$ cat src/rtl/neg_pkg.sv
// Shared definitions for the elastic negation pipeline: mode encodings and the
// width-generic negate/abs/saturate arithmetic used by stage 0.
package neg_pkg;

  localparam logic [1:0] MODE_PASS = 2'b00;
  localparam logic [1:0] MODE_NEG  = 2'b01;
  localparam logic [1:0] MODE_ABS  = 2'b10;
  localparam logic [1:0] MODE_NABS = 2'b11;

  // Arithmetic runs at this width; callers sign-extend and keep the low bits.
  localparam int CALC_W = 64;

  // Returns {ovf, z}. Only the most negative value of 'width' bits can overflow.
  function automatic logic [CALC_W:0] neg_calc(input logic signed [CALC_W-1:0] a,
                                               input logic [1:0] mode,
                                               input logic sat,
                                               input int width);
    logic signed [CALC_W-1:0] max_v;
    logic signed [CALC_W-1:0] min_v;
    logic signed [CALC_W-1:0] r;
    logic is_min;
    logic ovf;
    max_v  = (CALC_W'(64'sd1) <<< (width - 1)) - 64'sd1;
    min_v  = ~max_v;
    is_min = (a == min_v);
    r      = a;
    ovf    = 1'b0;
    case (mode)
      MODE_NEG: begin
        r   = -a;
        ovf = is_min;
      end
      MODE_ABS: begin
        r   = (a < 0) ? -a : a;
        ovf = is_min;
      end
      MODE_NABS: r = (a > 0) ? -a : a;
      default:   r = a;
    endcase
    if (ovf)
      r = sat ? max_v : min_v;
    return {ovf, r};
  endfunction

endpackage

$ cat src/rtl/neg_stage.sv
// One elastic slot of the negation pipeline: holds a result and its overflow flag
// until the downstream slot (or consumer) takes it.
module neg_stage #(
  parameter int WIDTH = 32
) (
  input  logic             clk,
  input  logic             rst_n,
  input  logic             in_valid,
  input  logic             slot_ready,
  input  logic             next_ready,
  input  logic [WIDTH-1:0] in_z,
  input  logic             in_ovf,
  output logic             out_valid,
  output logic [WIDTH-1:0] out_z,
  output logic             out_ovf
);

  logic load;

  assign load = in_valid & slot_ready;

  // Data is only written on load, so a stalled slot keeps its outputs stable.
  always_ff @(posedge clk or negedge rst_n) begin
    if (!rst_n) begin
      out_valid <= 1'b0;
      out_z     <= '0;
      out_ovf   <= 1'b0;
    end else if (load) begin
      out_valid <= 1'b1;
      out_z     <= in_z;
      out_ovf   <= in_ovf;
    end else if (next_ready) begin
      out_valid <= 1'b0;
    end
  end

endmodule

$ cat src/rtl/neg_pipe.sv
// Elastic two's-complement pass/negate/abs/-abs unit with configurable depth,
// optional saturation and a saturating count of delivered overflow results.
module neg_pipe
  import neg_pkg::*;
#(
  parameter int WIDTH    = 32,
  parameter int STAGES   = 2,
  parameter bit SATURATE = 1'b1,
  parameter int CNT_W    = 16
) (
  input  logic             clk,
  input  logic             rst_n,
  input  logic             in_valid,
  output logic             in_ready,
  input  logic [WIDTH-1:0] in_a,
  input  logic [1:0]       in_mode,
  output logic             out_valid,
  input  logic             out_ready,
  output logic [WIDTH-1:0] out_z,
  output logic             out_ovf,
  input  logic             ovf_clr,
  output logic [CNT_W-1:0] ovf_count
);

  if (STAGES < 1 || STAGES > 4 || WIDTH < 2 || WIDTH > CALC_W) begin : g_bad_param
    $error("neg_pipe: STAGES must be 1..4 and WIDTH 2..%0d", CALC_W);
  end

  logic [CALC_W:0]   calc;
  logic [WIDTH-1:0]  calc_z;
  logic              calc_ovf;
  logic [STAGES-1:0] sv;
  logic [STAGES-1:0] sov;
  logic [WIDTH-1:0]  sz [STAGES];
  logic [STAGES:0]   rdy;
  logic              full_run;
  logic              xfer_ovf;

  assign calc     = neg_calc(CALC_W'($signed(in_a)), in_mode, SATURATE, WIDTH);
  assign calc_z   = calc[WIDTH-1:0];
  assign calc_ovf = calc[CALC_W];

  if (WIDTH < CALC_W) begin : g_hi_bits
    logic unused_hi;
    assign unused_hi = ^calc[CALC_W-1:WIDTH];
  end

  // Slot k can accept iff the consumer is draining or some slot from k onward is
  // empty; built from the valid bits directly so there is no ready-to-ready loop.
  always_comb begin
    rdy         = '0;
    rdy[STAGES] = out_ready;
    full_run    = 1'b1;
    for (int k = STAGES - 1; k >= 0; k--) begin
      full_run = full_run & sv[k];
      rdy[k]   = out_ready | ~full_run;
    end
  end

  for (genvar k = 0; k < STAGES; k++) begin : g_stage
    logic             up_valid;
    logic [WIDTH-1:0] up_z;
    logic             up_ovf;

    if (k == 0) begin : g_head
      assign up_valid = in_valid;
      assign up_z     = calc_z;
      assign up_ovf   = calc_ovf;
    end else begin : g_body
      assign up_valid = sv[k-1];
      assign up_z     = sz[k-1];
      assign up_ovf   = sov[k-1];
    end

    neg_stage #(.WIDTH(WIDTH)) u_stage (
      .clk        (clk),
      .rst_n      (rst_n),
      .in_valid   (up_valid),
      .slot_ready (rdy[k]),
      .next_ready (rdy[k+1]),
      .in_z       (up_z),
      .in_ovf     (up_ovf),
      .out_valid  (sv[k]),
      .out_z      (sz[k]),
      .out_ovf    (sov[k])
    );
  end

  assign in_ready  = rst_n & rdy[0];
  assign out_valid = sv[STAGES-1];
  assign out_z     = sz[STAGES-1];
  assign out_ovf   = sov[STAGES-1];
  assign xfer_ovf  = out_valid & out_ready & out_ovf;

  // A clear that coincides with an overflow delivery still records that delivery.
  always_ff @(posedge clk or negedge rst_n) begin
    if (!rst_n)
      ovf_count <= '0;
    else if (ovf_clr)
      ovf_count <= xfer_ovf ? CNT_W'(1) : '0;
    else if (xfer_ovf && ovf_count != '1)
      ovf_count <= ovf_count + 1'b1;
  end

endmodule

$ cat config.mk
export PLATFORM = sky130hd
export DESIGN_NAME = neg_pipe
export DESIGN_NICKNAME = d
export VERILOG_FILES = /design/src/rtl/neg_pkg.sv /design/src/rtl/neg_stage.sv /design/src/rtl/neg_pipe.sv
export SDC_FILE = /design/constraint.sdc
export NUM_CORES = 1
export LEC_CHECK = 0
export CAP_MARGIN = 20
export CORE_MARGIN = 2
export CORE_UTILIZATION = 50
export DETAILED_ROUTE_END_ITERATION = 6
export PLACE_DENSITY = 0.82
export SYNTH_ARGS = -nofsm -noshare
export SYNTH_HDL_FRONTEND = slang
export SYNTH_SLANG_ARGS = --single-unit
$ cat constraint.sdc
create_clock -name clk -period 2.83 [get_ports clk]
set_input_delay 0.566 -clock clk [delete_from_list [all_inputs] [get_ports clk]]
set_output_delay 0.566 -clock clk [all_outputs]
set_load 0.02 [all_outputs]
# After elaboration in Yosys (flattened, before gate mapping)

Cells that the tools add are included.

Word-level logic and storage cells: 43
Output and inout bits: 51
Bits in registers: 84
Input bits: 39

Magnitude comparators: 2
Reduce and logical (&&, ||, !) cells: 5
Eq/ne operators: 5
$add $sub $neg: 2
Bitwise gates (word level): 10
Muxes and demuxes: 12

Operators with widths:

| cell                                                                          | number |
|---|---|
| 32-bit two-way mux                                                            | 3 |
| 32-bit one-hot mux with 3 select lines                                        | 1 |
| 32-bit == test, second input constant                                         | 1 |
| 32-bit by 1-bit > comparator with 1-bit output, second input constant         | 1 |
| 32-bit by 1-bit less-than comparator with 1-bit output, second input constant | 1 |
| 16-bit two-way mux                                                            | 2 |
| 32-bit negation                                                               | 1 |
| 16-bit by 1-bit adder with 16-bit output, second input constant               | 1 |
| 16-bit inequality test, second input constant                                 | 1 |
| 1-bit AND                                                                     | 6 |
| 1-bit two-way mux                                                             | 6 |
| 2-bit nonzero test                                                            | 3 |
| 2-bit == test, second input constant                                          | 2 |
| 2-bit by 1-bit == test with 1-bit output, second input constant               | 1 |
| 1-bit NOT                                                                     | 2 |
| 1-bit OR                                                                      | 2 |
| 2-bit OR reduction                                                            | 1 |
| 1-bit logical AND                                                             | 1 |

# Logic depth before layout (Yosys ltp)

Gate-level depths: netlist (run 1).

Word-level depth: 5
Gate-level depth with buffers: 12
Depth with buffers taken out: 10

# Modules after synthesis

Synthesis (run 1) repeated with hierarchy kept, for this count alone.

Cell total of the unflattened synthesis: 566
Area total of the unflattened synthesis: 5569.1 um^2

Modules (own cells, without submodules):

| module    | area an instance (um^2) | cells each | instances | sequential area each (um^2) |
|---|---|---|---|---|
| neg_pipe  | 2808.9                  | 420        | 1         | 400.4 |
| neg_stage | 1380.1                  | 73         | 2         | 850.8 |

# Worst setup path after synthesis (run 1)

Ideal clock, no wire load.

Kind: input-to-reg
Start point: input in_a[1]
End point: register g_stage[0].u_stage.out_z[17]
Path slack: -0.056 ns
Library setup time: 0.126 ns
Data required time: 2.704 ns
Arrival: 2.759 ns
Stages on the path: 9
Buffers on the path: 1
Cells stage by stage: inv_1 ha_1 or3b_2 or4_4 buf_6 o31ai_4 a21oi_2 and3b_1 o32a_1

Cells in the longest elaborated chain, start to end: 4
Elaborated cells on any way between the ends: 9
Those cells by class: add/sub: 1; order compare: 2; eq/ne: 1; mux: 5

RTL lines:

| item                                          | line                                        | source |
|---|---|---|
| start: declaration                            | neg_pipe.sv:15                              | `input logic [WIDTH-1:0] in_a,` |
| 32-bit negation, or another cell as far along | neg_pkg.sv:30, neg_pkg.sv:34, neg_pkg.sv:37 |  |
| 32-bit two-way mux (on tied branches)         | neg_pkg.sv:37, neg_pkg.sv:34                |  |
| 32-bit one-hot mux with 3 select lines        | neg_pkg.sv:28                               | `case (mode)` |
| 32-bit two-way mux (*)                        | neg_pkg.sv:40                               | `if (ovf)` |
| end signal: assignment                        | neg_stage.sv:30                             | `out_z <= in_z;` |
| end: declaration                              | neg_stage.sv:14                             | `output logic [WIDTH-1:0] out_z,` |

Mark *: on every way between the ends. The rest lies on a longest branch, timed or not.
A chain may end at the register's enable or synchronous reset.

# Worst setup path in the final report (run 1)

Start point: input in_a[21]
End point: register g_stage[0].u_stage.out_z[16]

Cells in the longest elaborated chain, start to end: 4
Elaborated cells on any way between the ends: 8
Those cells by class: order compare: 2; eq/ne: 1; mux: 5

RTL lines:

| item                                                                                                                     | line |
|---|---|
| 32-bit by 1-bit > comparator with 1-bit output or 32-bit by 1-bit less-than comparator with 1-bit output (tied branches) | neg_pkg.sv:37, neg_pkg.sv:34 |
| 32-bit two-way mux (on tied branches)                                                                                    | neg_pkg.sv:37, neg_pkg.sv:34 |
| 32-bit one-hot mux with 3 select lines                                                                                   | neg_pkg.sv:28 |
| 32-bit two-way mux (*)                                                                                                   | neg_pkg.sv:40 |

Marks and branches as above.

==> results_dict.tcl, run 1 <==
set metrics [dict create \
    wl_per_cell_um 19.7 \
    synthCells 529 \
    hold_violations 0 \
    cts_made_buffers 9 \
    ff_latch_area_mm2 0.00210 \
    timing.setup.critical_path_class "input port to flip-flop" \
    max_cap_violations 0 \
    power_spent_charging_and_discharging_nets_mw 1.21 \
    critical_path_at_ns 3.04 \
    syn-num-nets 575 \
    syn-cell-area_mm2 0.00490 \
    min_path_type "input port to asynchronous set/reset pin" \
    routed_wirelength_um 17000 \
    place_hpwl_um 12900 \
    multi_input_comb_area_mm2 0.00274 \
    power.combinational.fraction_pct 33.5 \
    cts-root-buf "sky130_fd_sc_hd__clkbuf_8" \
    first_pass_grt_wire_length_um 26600 \
    drt_pre_antenna_iters 5 \
    clock_sinks 84 \
    period_share_pct 98.7 \
    fillers 738 \
    critical_path.cell_chain "clkdlybuf4s50_1, or3_4, or4_4, o31ai_4, buf_6, a21oi_4, buf_6, a211oi_4, nor3_2" \
    grt_remaining_overflow 0 \
    fmax_mhz 358 \
    path_max_fanout 8 \
    synth-main-ff-cell "sky130_fd_sc_hd__dfrtp_1" \
    status "finished, final reports clean" \
    drtIter0Drc 330 \
    report.power.total_mw 3.79 \
    ios 90 \
    cellLeakagePower_nw 3.05 \
    antenna_left 0 \
    num_vias 5171 \
    finalCriticalPeriod_ns 2.79 \
    first_global_vias 5043 \
    setup_viol 0 \
    max-slew-margin-rel_pct 53.4 \
    required_time_of_the_critical_path_ns 3.08 \
    clock_path_buffers 2 \
    startpoint_type "input port" \
    cp_common_cell "sky130_fd_sc_hd__buf_6" \
    final-max-slew-violation-count 0 \
    fin_skew_ns 0.00865 \
    finalWeightedCongestion 0.974 \
    cts-htree-levels 3 \
    most-common-layout-cells "128 x sky130_fd_sc_hd__buf_4, 84 x sky130_fd_sc_hd__dfrtp_1, 78 x sky130_fd_sc_hd__clkdlybuf4s50_1, 65 x sky130_fd_sc_hd__nor2_1, 45 x sky130_fd_sc_hd__a21oi_1" \
    cts.reportedPaths.clkPinSlew_ns 0.09 \
    core_region_area_mm2 0.00964 \
    rows 36 \
    async_flop_share_pct 100 \
    cts_tree "built" \
    n_antenna_cell 0 \
    area_growth_pct 46.5 \
    ys_seq_elements 84 \
    initial_utilization_pct 50.9 \
    grt_antenna_before_repair 0 \
    vdd_ir_drop_max_v 0.000374 \
    worstSkewPairLatency_ns 0.36 \
    most_common_cell_after_layout_fill_and_taps_aside "sky130_fd_sc_hd__buf_4" \
    critPathCaptureType "flip-flop" \
    synth.yosys.seq_area_share_pct 42.9 \
    die_w_um 103 \
    setup-tns-final_ns 0 \
    fraction_of_final_layout_cells_with_drive_strength_greater_than_1_pct 28.3 \
    power.density_cell_area_mw_per_mm2 528 \
    via_per_inst 5.96 \
    seq_power_share_pct 40.9 \
    drt_drc_violations_left 0 \
    p_sw_share_pct 32.0 \
    post_synth_num_cell_types 69 \
    globalRouteTotalUtil_pct 33.3 \
    floorplan.die.height_um 103 \
    die-area_mm2 0.0106 \
    fin_nets 776 \
    power.internal_mw 2.58 \
    timing.critical_path.slowest_stage_cell "sky130_fd_sc_hd__or4_4" \
    clock_power_share_pct 25.6 \
    io_buffer_count 89 \
    grt_start_max_net_pins 56 \
    max_slew.worst_pin.slew_ns 0.699 \
    finalHoldWorstSlack_ns 0.267 \
    synth-edff-count 0 \
    yosys_warnings 0 \
    syn-mean-instance-area_um2 9.27 \
    max_stage_delay_ns 0.56 \
]
final cells by class:
cell class,instances,area share [%]
well taps,133,2.32
repair buffers,221,26.7
clock inverters,4,1.03
clock buffers,11,1.97
inverters,11,0.575
flip-flops and latches,84,29.3
multi-input cells,403,38.1
state kept, by name, summed over array words and instances (netlist names):
signal	count
g_stage.u_stage.out_valid	2
ovf_count	16
g_stage.u_stage.out_z	64
g_stage.u_stage.out_ovf	2
cell usage after synthesis (all sizes together), types with 4 or more instances:
| cell type | count | area share, % |
|---|---|---|
| nand2 | 36 | 2.8 |
| nor3 | 22 | 2.3 |
| xnor2 | 6 | 1.1 |
| nand4 | 7 | 0.89 |
| or4 | 8 | 1.3 |
| o211ai | 4 | 0.61 |
| o21a | 4 | 0.61 |
| o22ai | 4 | 0.51 |
| nor2 | 65 | 5.0 |
| and2 | 7 | 0.89 |
| o31ai | 6 | 1.5 |
| dfrtp | 84 | 43 |
| a21o | 4 | 0.61 |
| a21oi | 46 | 4.8 |
| xor2 | 9 | 1.6 |
| ha | 7 | 1.8 |
| clkbuf | 22 | 1.7 |
| o21ai | 17 | 1.8 |
| or3 | 5 | 0.64 |
| o32a | 5 | 1.0 |
| nor4 | 11 | 1.5 |
| buf | 9 | 1.0 |
| nand3 | 17 | 1.7 |
| a31oi | 12 | 1.5 |
| a211oi | 10 | 1.5 |
| mux2 | 33 | 7.6 |
| nand2b | 7 | 0.89 |
| inv | 11 | 0.84 |
layer usage:
| metal | vias up | track usage, % | wire length (um) |
|---|---|---|---|
| met3 | 43 | 6.85 | 1240 |
| met2 | 249 | 57.3 | 8380 |
| met5 | - | 0 | 0 |
| met1 | 2498 | 42.1 | 7000 |
| li1 | 2381 | - | - |
| met4 | 0 | 10.3 | 422 |
stage by stage:
stage	area, um2	instances	util, %	setup WS, ns
floorplan	4950	529	-	0.0274
global placement	6800	844	70.6	-0.539
detailed placement	6800	844	70.6	-0.542
CTS	7080	862	73.4	0.00845
global route	7180	867	74.5	-0.00105
finish	7180	867	74.5	0.0374
final timing paths:
| check | start | end | slack, ns | depth (start not counted) |
|---|---|---|---|---|
| worst min register to register | g_stage[0].u_stage.out_z[12]$_DFFE_PN0P_ | g_stage[0].u_stage.out_z[12]$_DFFE_PN0P_ | 0.50 | 1 |
| worst max-delay path | in_a[21] | g_stage[0].u_stage.out_z[16]$_DFFE_PN0P_ | 0.04 | 9 |
| worst max register to register | ovf_count[7]$_DFFE_PN0P_ | ovf_count[10]$_DFFE_PN0P_ | 0.71 | 7 |
| worst min-delay path | rst_n | g_stage[0].u_stage.out_z[25]$_DFFE_PN0P_ | 0.27 | 2 |
| min in group clk | g_stage[0].u_stage.out_z[12]$_DFFE_PN0P_ | g_stage[0].u_stage.out_z[12]$_DFFE_PN0P_ | 0.50 | 1 |
| max in group asynchronous | rst_n | g_stage[1].u_stage.out_z[0]$_DFFE_PN0P_ | 1.52 | 3 |
logic make-up (layout without fill, tap and decap cells):
logic type / count (synthesis) / count (layout) / share of synthesized area, %
AO/OA/AOI/OAI: 148 / 148 / 21.2
XOR/XNOR: 15 / 15 / 2.68
adder cells (fa/ha/maj): 7 / 7 / 1.79
buffers and inverters: 42 / 247 / 3.55
flip-flops: 84 / 84 / 42.9
multiplexers: 33 / 33 / 7.58
AND/OR/NAND/NOR: 200 / 200 / 20.3
power by group through the flow:
stage                     registers, mW  logic (mW)  clock network (mW)
after detailed placement           1.57        1.25                   0
after global routing               1.58        1.35                1.04
after floorplan                    1.72       0.432                   0
after global placement             1.56        1.22                   0
final                              1.55        1.27               0.969
after CTS                          1.55        1.26               0.974
worst max-delay path: cells and delay by family:
kind | cells | cell delay, ns
AOI/OAI and AO/OA | 3 | 0.63
buffers and inverters | 3 | 0.77
and+or+nand+nor | 3 | 1.06
timing repair:
action	4_1_cts	5_1_grt
setup endpoints to repair	21	18
gates cloned	0	0
hold buffers	0	0
buffers inserted	3	5
hold endpoints to repair	0	0
pin swaps	4	10
resized for setup	12	18
Note: power is estimated with default switching activity, not from simulation.
==> run 2: changes to the inputs <==
CORE_UTILIZATION = 53   (was 50)
PLACE_DENSITY = 0.86   (was 0.82)
==> results_dict.tcl, run 2 (same netlist as run 1, synthesis figures left out) <==
set metrics [dict create \
    max_cap_violations 0 \
    rows 35 \
    setup_slack_after_placement_ns -0.558 \
    finalCriticalPeriod_ns 2.78 \
    die-area_mm2 0.0100 \
    top_usage_layer "met2" \
    via_per_inst 6.28 \
    min_path_type "input port to asynchronous set/reset pin" \
    hold_violations 0 \
    most-common-layout-cells "114 x sky130_fd_sc_hd__buf_4, 84 x sky130_fd_sc_hd__dfrtp_1, 81 x sky130_fd_sc_hd__clkdlybuf4s50_1, 64 x sky130_fd_sc_hd__nor2_1, 44 x sky130_fd_sc_hd__a21oi_1" \
    cp_common_cell "sky130_fd_sc_hd__or4_4" \
    finalWeightedCongestion 0.967 \
    clock_sinks 84 \
    reg2reg_depth 7 \
    clock_path_buffers 2 \
    die_w_um 100 \
    critical_path.top_delay_family "simple AND/OR/NAND/NOR gates" \
    cellLeakagePower_nw 2.95 \
    met1_usage_pct 43.5 \
    io_buffer_count 89 \
    finalHoldWorstSlack_ns 0.245 \
    number_of_flip_flops_in_the_largest_register 64 \
    cts.reportedPaths.clkPinSlew_ns 0.10 \
    floorplan.die.height_um 100 \
    status "finished, final reports clean" \
    cts-root-buf "sky130_fd_sc_hd__clkbuf_8" \
    initial_utilization_pct 53.8 \
    cts-htree-levels 3 \
    worstSkewPairLatency_ns 0.37 \
    ff_latch_area_mm2 0.00210 \
    critical_path_at_ns 3.02 \
    fraction_of_final_layout_cells_with_drive_strength_greater_than_1_pct 27.2 \
    wl_per_cell_um 20.8 \
    critPathCaptureType "flip-flop" \
    setup-tns-final_ns 0 \
    first_global_vias 5322 \
    startpoint_type "input port" \
    grt_start_max_net_pins 58 \
    power.density_cell_area_mw_per_mm2 524 \
    grt_antenna_before_repair 0 \
    largestRegisters "g_stage.u_stage.out_z (64), ovf_count (16)" \
    timing.rr.start "ovf_count[7]$_DFFE_PN0P_" \
    groute.layer.met2.usage_pct 62.1 \
    rsz0062_at_grt "true" \
    core_region_area_mm2 0.00911 \
    fin_nets 761 \
    cts_made_buffers 9 \
    ios 90 \
    path_max_fanout 6 \
    placement.cell_area_mm2 0.00674 \
    drt_drc_violations_left 0 \
    finish.instance_area_mm2 0.00702 \
    max_stage_delay_ns 0.56 \
    globalRouteTotalUtil_pct 35.5 \
    ff_to_ff_setup_slack_ns 0.62 \
    post-route-util_pct 77.1 \
    reg2reg_to "ovf_count[14]$_DFFE_PN0P_" \
    drtIter0Drc 384 \
    first_pass_grt_wire_length_um 27600 \
    timing.critical_path.slowest_stage_cell "sky130_fd_sc_hd__or4_4" \
    routed_wirelength_um 17300 \
    place_hpwl_um 13000 \
    layout_setup_ws_ns 0.0513 \
    vdd_ir_drop_max_v 0.000358 \
    register_with_the_most_flip_flops "g_stage.u_stage.out_z" \
    num_vias 5217 \
    n_antenna_cell 0 \
    max_slew.worst_pin.slew_ns 0.739 \
    timing.setup.critical_path_class "input port to flip-flop" \
    worstPathBufferInverterCount 3 \
    fin_skew_ns 0.0151 \
    cts_tree "built" \
    max-slew-margin-rel_pct 50.8 \
    fmax_mhz 360 \
    most_common_cell_after_layout_fill_and_taps_aside "sky130_fd_sc_hd__buf_4" \
    required_time_of_the_critical_path_ns 3.07 \
    period_share_pct 98.2 \
    cts-hold-fix-buffers 0 \
    grt_remaining_overflow 0 \
    final-max-slew-violation-count 0 \
    antenna_left 0 \
    use_met3_pct 6.27 \
    area_growth_pct 43.2 \
    fillers 626 \
    setup_viol 0 \
    drt_pre_antenna_iters 5 \
    multi_input_comb_area_mm2 0.00273 \
    critical_path.cell_chain "clkdlybuf4s50_1, or4_4, or4_4, buf_12, o31ai_2, buf_4, a221oi_1, o31ai_1, a21oi_1" \
]
-- run 2: final cells by class --
cell class	instances	share of cell area [%]
multi-input cells	403	38.8
inverters	11	0.588
well taps	111	1.98
repair buffers	206	25.9
clock buffers	9	1.76
flip-flops and latches	84	29.9
clock inverters	7	0.998
-- run 2: metal layers --
metal / wire, um / vias to the layer above
li1: - / 2348
met1: 6800 / 2512
met2: 8670 / 312
met3: 1250 / 45
met4: 555 / 0
met5: 0 / -
-- run 2: worst register-to-register path, cell delays in order, from the launching register on --
cell and delay [ns]:
sky130_fd_sc_hd__dfrtp_1 0.47, sky130_fd_sc_hd__and4_1 0.31, sky130_fd_sc_hd__and4_1 0.27, sky130_fd_sc_hd__a2111oi_0 0.46, sky130_fd_sc_hd__buf_4 0.22, sky130_fd_sc_hd__nand4_1 0.14, sky130_fd_sc_hd__xor2_1 0.16, sky130_fd_sc_hd__nor2_1 0.06
-- run 2: metrics by stage --
stage	std cells	total power, mW
after CTS	831	3.69
after detailed placement	814	2.83
after floorplan	529	2.16
after global routing	831	3.84
after global placement	814	2.77
final	831	3.68
-- run 2: where the power goes --
| part | switching, mW | leakage (nW) | internal, mW |
|---|---|---|---|
| Clock | 0.526 | 0.0887 | 0.342 |
| Sequential | 0.133 | 1.01 | 1.42 |
| Combinational | 0.632 | 1.86 | 0.630 |
-- run 2: how the worst max path moves through the flow --
| stage | endpoint | cells past startpoint | slack (ns) | start |
|---|---|---|---|---|
| finish | g_stage[0].u_stage.out_z[15]$_DFFE_PN0P_ | 9 | 0.05 | in_a[3] |
| global placement | g_stage[0].u_stage.out_z[23]$_DFFE_PN0P_ | 9 | -0.53 | in_a[15] |
| floorplan | g_stage[0].u_stage.out_z[23]$_DFFE_PN0P_ | 8 | 0.03 | in_a[19] |
| global route | g_stage[0].u_stage.out_z[31]$_DFFE_PN0P_ | 12 | -0.06 | in_a[10] |
| CTS | g_stage[0].u_stage.out_z[23]$_DFFE_PN0P_ | 9 | -0.002 | in_a[15] |
| detailed placement | g_stage[0].u_stage.out_z[23]$_DFFE_PN0P_ | 9 | -0.56 | in_a[15] |
-- run 2: repair_timing --
action                                 in CTS  in global routing
setup buffers                               1                  0
setup endpoints to repair                  32                 30
pin swaps                                   4                  7
resized for setup                          10                 15
endpoints found under the hold margin       0                  0
